==> config.mk <==
export PLATFORM = sky130hd
export DESIGN_NAME = arb2to1_stream
export DESIGN_NICKNAME = d
export VERILOG_FILES = /design/src/rtl/arb2to1_pkg.sv /design/src/rtl/arb2to1_stream_mux.sv /design/src/rtl/arb2to1_stream.sv
export SDC_FILE = /design/constraint.sdc
export NUM_CORES = 1
export LEC_CHECK = 0
export ABC_AREA = 0
export CAP_MARGIN = 20
export CORE_MARGIN = 1
export CORE_UTILIZATION = 37
export DETAILED_ROUTE_END_ITERATION = 8
export PLACE_DENSITY = 0.82
export SLEW_MARGIN = 5
export SYNTH_ARGS = -nofsm -noshare
export SYNTH_HDL_FRONTEND = slang
export SYNTH_SLANG_ARGS = --single-unit
==> constraint.sdc <==
create_clock -name clk -period 3.2 [get_ports clk]
set_clock_uncertainty 0.05 [all_clocks]
set_input_delay 0.64 -clock clk [delete_from_list [all_inputs] [get_ports clk]]
set_output_delay 0.64 -clock clk [all_outputs]
set_load 0.01 [all_outputs]
==> src/rtl/arb2to1_pkg.sv <==
// arb2to1_pkg: shared state, grant and select encodings for the 2:1 stream arbiter and its mux stage
package arb2to1_pkg;
  typedef enum logic {EMPTY, FULL} state_t;
  typedef enum logic [1:0] {GRANT_NONE, GRANT_A, GRANT_B} grant_t;
  localparam logic SEL_A = 1'b1;
  localparam logic SEL_B = 1'b0;
endpackage

==> src/rtl/arb2to1_stream_mux.sv <==
// arb2to1_stream_mux: WIDTH-bit 2:1 selector, sel=SEL_A picks a, otherwise b
module arb2to1_stream_mux
  import arb2to1_pkg::*;
#(
  parameter int WIDTH = 8
) (
  input  logic             sel,
  input  logic [WIDTH-1:0] a,
  input  logic [WIDTH-1:0] b,
  output logic [WIDTH-1:0] y
);
  assign y = (sel == SEL_A) ? a : b;
endmodule

==> src/rtl/arb2to1_stream.sv <==
// arb2to1_stream: round-robin valid/ready arbiter of two streams into a single-entry output register.
// Define ARB2TO1_LOCK_EN to hold the grant on one source until its beat with last=1.
module arb2to1_stream
  import arb2to1_pkg::*;
#(
  parameter int WIDTH = 8
) (
  input  logic             clk,
  input  logic             rst,
  input  logic             a_valid,
  input  logic [WIDTH-1:0] a_data,
  output logic             a_ready,
  input  logic             b_valid,
  input  logic [WIDTH-1:0] b_data,
  output logic             b_ready,
`ifdef ARB2TO1_LOCK_EN
  input  logic             a_last,
  input  logic             b_last,
  output logic             out_last,
`endif
  output logic             out_valid,
  output logic [WIDTH-1:0] out_data,
  output logic             out_sel,
  input  logic             out_ready
);
  state_t           state_q, state_d;
  grant_t           grant;
  logic             last_grant_q, last_grant_d;
  logic             out_sel_q, out_sel_d;
  logic [WIDTH-1:0] out_data_q, out_data_d, mux_y;
  logic             load_en, xfer, sel;
`ifdef ARB2TO1_LOCK_EN
  logic             lock_q, lock_d, lock_src_q, lock_src_d, out_last_q, out_last_d, beat_last;
`endif

  arb2to1_stream_mux #(.WIDTH(WIDTH)) u_mux (
    .sel (sel),
    .a   (a_data),
    .b   (b_data),
    .y   (mux_y)
  );

  always_comb begin
    grant = (a_valid && b_valid) ? ((last_grant_q == SEL_B) ? GRANT_A : GRANT_B)
          : a_valid ? GRANT_A : b_valid ? GRANT_B : GRANT_NONE;
`ifdef ARB2TO1_LOCK_EN
    if (lock_q) grant = (lock_src_q == SEL_A) ? (a_valid ? GRANT_A : GRANT_NONE)
                                              : (b_valid ? GRANT_B : GRANT_NONE);
`endif
    load_en    = (state_q == EMPTY) || out_ready;
    xfer       = load_en && (grant != GRANT_NONE);
    sel        = (grant == GRANT_A) ? SEL_A : SEL_B;
    a_ready    = load_en && (grant == GRANT_A);
    b_ready    = load_en && (grant == GRANT_B);
    state_d    = xfer ? FULL : (out_ready ? EMPTY : state_q);
    out_data_d = xfer ? mux_y : out_data_q;
    out_sel_d  = xfer ? sel : out_sel_q;
`ifdef ARB2TO1_LOCK_EN
    beat_last    = (sel == SEL_A) ? a_last : b_last;
    lock_d       = xfer ? !beat_last : lock_q;
    lock_src_d   = xfer ? sel : lock_src_q;
    out_last_d   = xfer ? beat_last : out_last_q;
    // priority only moves once a whole packet has gone through
    last_grant_d = (xfer && beat_last) ? sel : last_grant_q;
`else
    last_grant_d = xfer ? sel : last_grant_q;
`endif
  end

  always_ff @(posedge clk or posedge rst) begin
    if (rst) begin
      state_q      <= EMPTY;
      out_data_q   <= '0;
      out_sel_q    <= SEL_B;
      last_grant_q <= SEL_B;
`ifdef ARB2TO1_LOCK_EN
      lock_q       <= 1'b0;
      lock_src_q   <= SEL_B;
      out_last_q   <= 1'b0;
`endif
    end else begin
      state_q      <= state_d;
      out_data_q   <= out_data_d;
      out_sel_q    <= out_sel_d;
      last_grant_q <= last_grant_d;
`ifdef ARB2TO1_LOCK_EN
      lock_q       <= lock_d;
      lock_src_q   <= lock_src_d;
      out_last_q   <= out_last_d;
`endif
    end
  end

  assign out_valid = (state_q == FULL);
  assign out_data  = out_data_q;
  assign out_sel   = out_sel_q;
`ifdef ARB2TO1_LOCK_EN
  assign out_last  = out_last_q;
`endif
endmodule
Word level (Yosys, flattened, before mapping)
Index checks and enable logic that the tools add are counted.
Storage, ports and cells
  logic and storage cells: 21
  bits in registers: 10
  bits of input ports: 21
  output and inout bits: 12
Operators by class
  reductions and logical operators: 7
  equality and inequality tests: 2
  bitwise logic cells: 1
  multiplexer cells: 8
Operators by type and width (count)
  2-bit two-way mux: 4
  8-bit two-way mux: 1
  1-bit logical AND: 4
  2-bit nonzero test: 2
  1-bit two-way mux: 3
  2-bit by 1-bit == test with 1-bit output, second input constant: 1
  2-bit == test, second input constant: 1
  1-bit logical OR: 1
  1-bit NOT: 1

Logic depth before layout (Yosys ltp)
  depth in word-level cells: 6
  gate-level depth with buffers: 5
  depth with buffers taken out: 3

Cells and area by module
Synthesis repeated with hierarchy kept, for this count alone.
Second synthesis, totals
  cells, all modules: 39
  area total of the unflattened synthesis: 584.3 um^2
Modules (own cells, without submodules)
  arb2to1_stream: times used 1, area each 452.9 um^2, cells each 30, sequential area each 250.2 um^2
  arb2to1_stream_mux: times used 1, area each 131.4 um^2, cells each 9, sequential area each 0.0 um^2

Worst setup path before layout
No wires, ideal clock.
  path kind: input -> output
  from: input port out_ready
  to: output port b_ready
  data arrival time: 1.347 ns
  slack: 1.163 ns
  buffers on the path: 1
  required time: 2.510 ns
  stages: 4
  cell sequence: nand2b_1 clkbuf_1 nand2_1 a21oi_1
On the way
  cells in the longest elaborated chain, start to end: 2
RTL lines
  start, declared: line arb2to1_stream.sv:24  | input logic out_ready
  1-bit logical OR: line arb2to1_stream.sv:50  | load_en = (state_q == EMPTY) || out_ready;
  1-bit logical AND: line arb2to1_stream.sv:54  | b_ready = load_en && (grant == GRANT_B);
  end, declared: line arb2to1_stream.sv:15  | output logic b_ready,
No other way between the ends.

Worst setup path in the final report
  from: input port a_valid
  to: output port a_ready
On the way
  cells in the longest elaborated chain, start to end: 4
  elaborated cells on any way between the ends: 5
  those cells by class: 1 x eq/ne; 2 x mux; 2 x reduce/logical
RTL lines
  start, declared: line arb2to1_stream.sv:10  | input logic a_valid,
  2-bit two-way mux or 1-bit logical AND (tied branches): line arb2to1_stream.sv:45, arb2to1_stream.sv:44
  2-bit two-way mux *: line arb2to1_stream.sv:44  | grant = (a_valid && b_valid) ? ((last_grant_q == SEL_B) ? GRANT_A : GRANT_B)
  2-bit by 1-bit == test with 1-bit output *: line arb2to1_stream.sv:53  | a_ready = load_en && (grant == GRANT_A);
  1-bit logical AND *: line arb2to1_stream.sv:53
  end, declared: line arb2to1_stream.sv:12  | output logic a_ready,
Every way passes the cells marked *; elsewhere a longest branch is shown, timed or not.

==> impl_metrics.ini <==
[floorplan]
start_util_pct = 39.6
num_rows = 13
die_h_um = 39.3
core_mm2 = 0.00130
die_area_mm2 = 0.00155
ios = 33
die_w_um = 39.3

[logic_synthesis]
avgSynthCellArea_um2 = 8.74
synthTopCellsByCount = nand2_1 (17), a21oi_1 (10), dfrtp_1 (10)
ys_warn_count = 0
synth_top_area_cell = dfrtp_1
syn-num-nets = 80
async_flop_share_pct = 100
ys.flop_type = dfrtp_1
ys_seq_area_share_pct = 48.5
postSynthCellCount = 59
synth_edf_count = 0
ys_seq_elements = 10
synthMostInstantiatedCell = nand2_1
synth_top_area_share_pct = 48.5
netlist_area_um2 = 515
netlist_top_cells_area = dfrtp_1 (49%), nand2_1 (12%), a21oi_1 (9.7%)
ys_types = 15

[drt]
drt-met1-wl_um = 492
routed_wl_mm = 1.27
num_vias = 539
drc_errors = 0
vias_per_cell = 5.04
topRoutingLayerUsed = met4
initialDrtViolationCount = 6
wl_met3_um = 96
drt_pass1_iterations = 4
drtAntennaViolNets = 0
wl_per_cell_um = 11.9
wl_met2_um = 643

[cts]
cts_hold_buffers = 0
cts_made_buffers = 3
root_buffer = clkbuf_4
clk_path_buf_depth = 2
path_clk_slew_ns = 0.06
htree_num_levels = 1
post_cts.resized_instances = 0
clock_latency_ns = 0.27
postCtsSetupBuffers = 0
cts_tree = built
cts_sinks = 10

[sta]
setup-tns-final_ns = 0
tightestPinTransition_ns = 0.368
rsz0062_at_grt = no
maxSlewViolCount = 0
period_minus_slack_ns = 2.72
period_share_pct = 85.1
slew_headroom_pct = 75.5
finalHoldViolations = 0
fmax_ghz = 0.367
final-setup-viol-count = 0

[power_and_ir_drop]
switching_share_pct = 29.0
p_int_uw = 271
power_density_mw_per_mm2 = 443
irDropWorstVdd_v = 0.000265
p_sw_uw = 111
seq_power_share_pct = 42.1
power_frac_comb_pct = 35.5
power_frac_clock_pct = 22.4
finalPower_uw = 382
leakagePower_uw = 0.000359

[grt]
gr-total-overflow = 0
grt_pass1_vias = 462
grt.total_usage_pct = 19.4
grt_max_degree = 13
grt_first_pass_wirelength_mm = 1.86
antenna_found_initial = 0

[cells_and_area]
postLayoutCellArea_um2 = 862
syn_to_final_growth_pct = 67.2
fillers = 127
nNetsFinal = 115
antenna_cells = 0
drive_gt1_share_pct = 8.70

[setup_path]
cp-end-kind = output pin
path_buf_inv = 2
critPathArrivalTime_ns = 2.03
critPathSlowestCell = clkdlybuf4s50_1
reg2reg_depth = 4
cp_max_fo = 5
path_delay_family = buffers and inverters
critical_path_depth = 4
cp_common_cell = clkdlybuf4s50_1
path_class = input pin to output pin
cp-start-kind = input pin
critPathMaxStageDelay_ns = 0.53
crit_chain = clkdlybuf4s50_1 -> a21boi_1 -> and2_1 -> clkdlybuf4s50_1
cp_data_required_time_ns = 2.51

[run_status]
status = finished, final reports clean

[place]
gp_congestion = 0.728
place_hpwl_um = 975
place_area_um2 = 840
port_buffers = 32

[flow_run]
maxCapViolations = 0

[min_path]
min_path_type = flip-flop to flip-flop
hold_depth = 2
area by class of cell:
cell class	instances	area [µm²]	share of cell area (%)
tap	15	18.8	2.18
clock buffer	3	22.5	2.61
timing repair buffer	34	335	38.9
multi-input combinational	43	228	26.4
inverter	2	7.51	0.871
sequential	10	250	29.0
per-stage QoR:
step / util [%] / setup WS [ns] / hold slack, ns / instances
3_3_place_gp: 64.5 / 0.495 / 0.480 / 104
3_5_place_dp: 64.5 / 0.476 / 0.489 / 104
2_1_floorplan: - / 1.16 / 0.430 / 59
4_1_cts: 66.3 / 0.473 / 0.505 / 107
5_1_grt: 66.3 / 0.426 / 0.517 / 107
6_report: 66.3 / 0.477 / 0.499 / 107
final timing paths:
| path | startpoint | slack [ns] | end |
|---|---|---|---|
| max | a_valid | 0.48 | a_ready |
| min | out_data[7]$_DFFE_PP0P_ | 0.50 | out_data[7]$_DFFE_PP0P_ |
| max reg2reg | out_valid$_DFFE_PP0P_ | 2.03 | out_data[4]$_DFFE_PP0P_ |
| min reg2reg | out_data[7]$_DFFE_PP0P_ | 0.50 | out_data[7]$_DFFE_PP0P_ |
| max in group asynchronous | rst | 2.23 | out_data[3]$_DFFE_PP0P_ |
| min in group asynchronous | rst | 0.60 | out_sel$_DFFE_PP0P_ |
power by group through the flow:
stage                     logic (µW)  registers [µW]  clock network, µW
final                            135             161               85.6
after global routing             148             163               92.5
after CTS                        137             161               85.6
after detailed placement         137             163                  0
after global placement           134             162                  0
after floorplan                 48.7             171                  0
logic make-up after synthesis:
| kind of cell | after synthesis | synth area share (%) |
|---|---|---|
| AOI/OAI and AO/OA | 21 | 25.2 |
| buffers and inverters | 6 | 7.28 |
| and+or+nand+nor | 22 | 18.9 |
| DFF | 10 | 48.5 |
cell usage in the layout, fill, tap and decap left out, drive strengths merged:
cell	instances
clkdlybuf4s50	32
nand2	17
a21oi	10
dfrtp	10
a31oi	9
clkbuf	3
nand2b	2
inv	2
buf	2
and2	2
or2	1
a21bo	1
a21boi	1
metal layers:
metal / track usage [%] / up-vias
li1: - / 268
met2: 31.7 / 23
met3: 7.39 / 4
met5: 0 / -
met4: 15.5 / 0
met1: 19.4 / 244
sequential cells by signal, indices dropped and copies added, names as in the netlist:
signal / count
out_data: 8
out_valid: 1
out_sel: 1
tightest hold or removal path, delay by kind of cell (launching register included):
family / cells / cell delay [ns]
AO/OA/AOI/OAI: 2 / 0.16
flip-flops: 1 / 0.34
(Power assumes the default switching activity.)
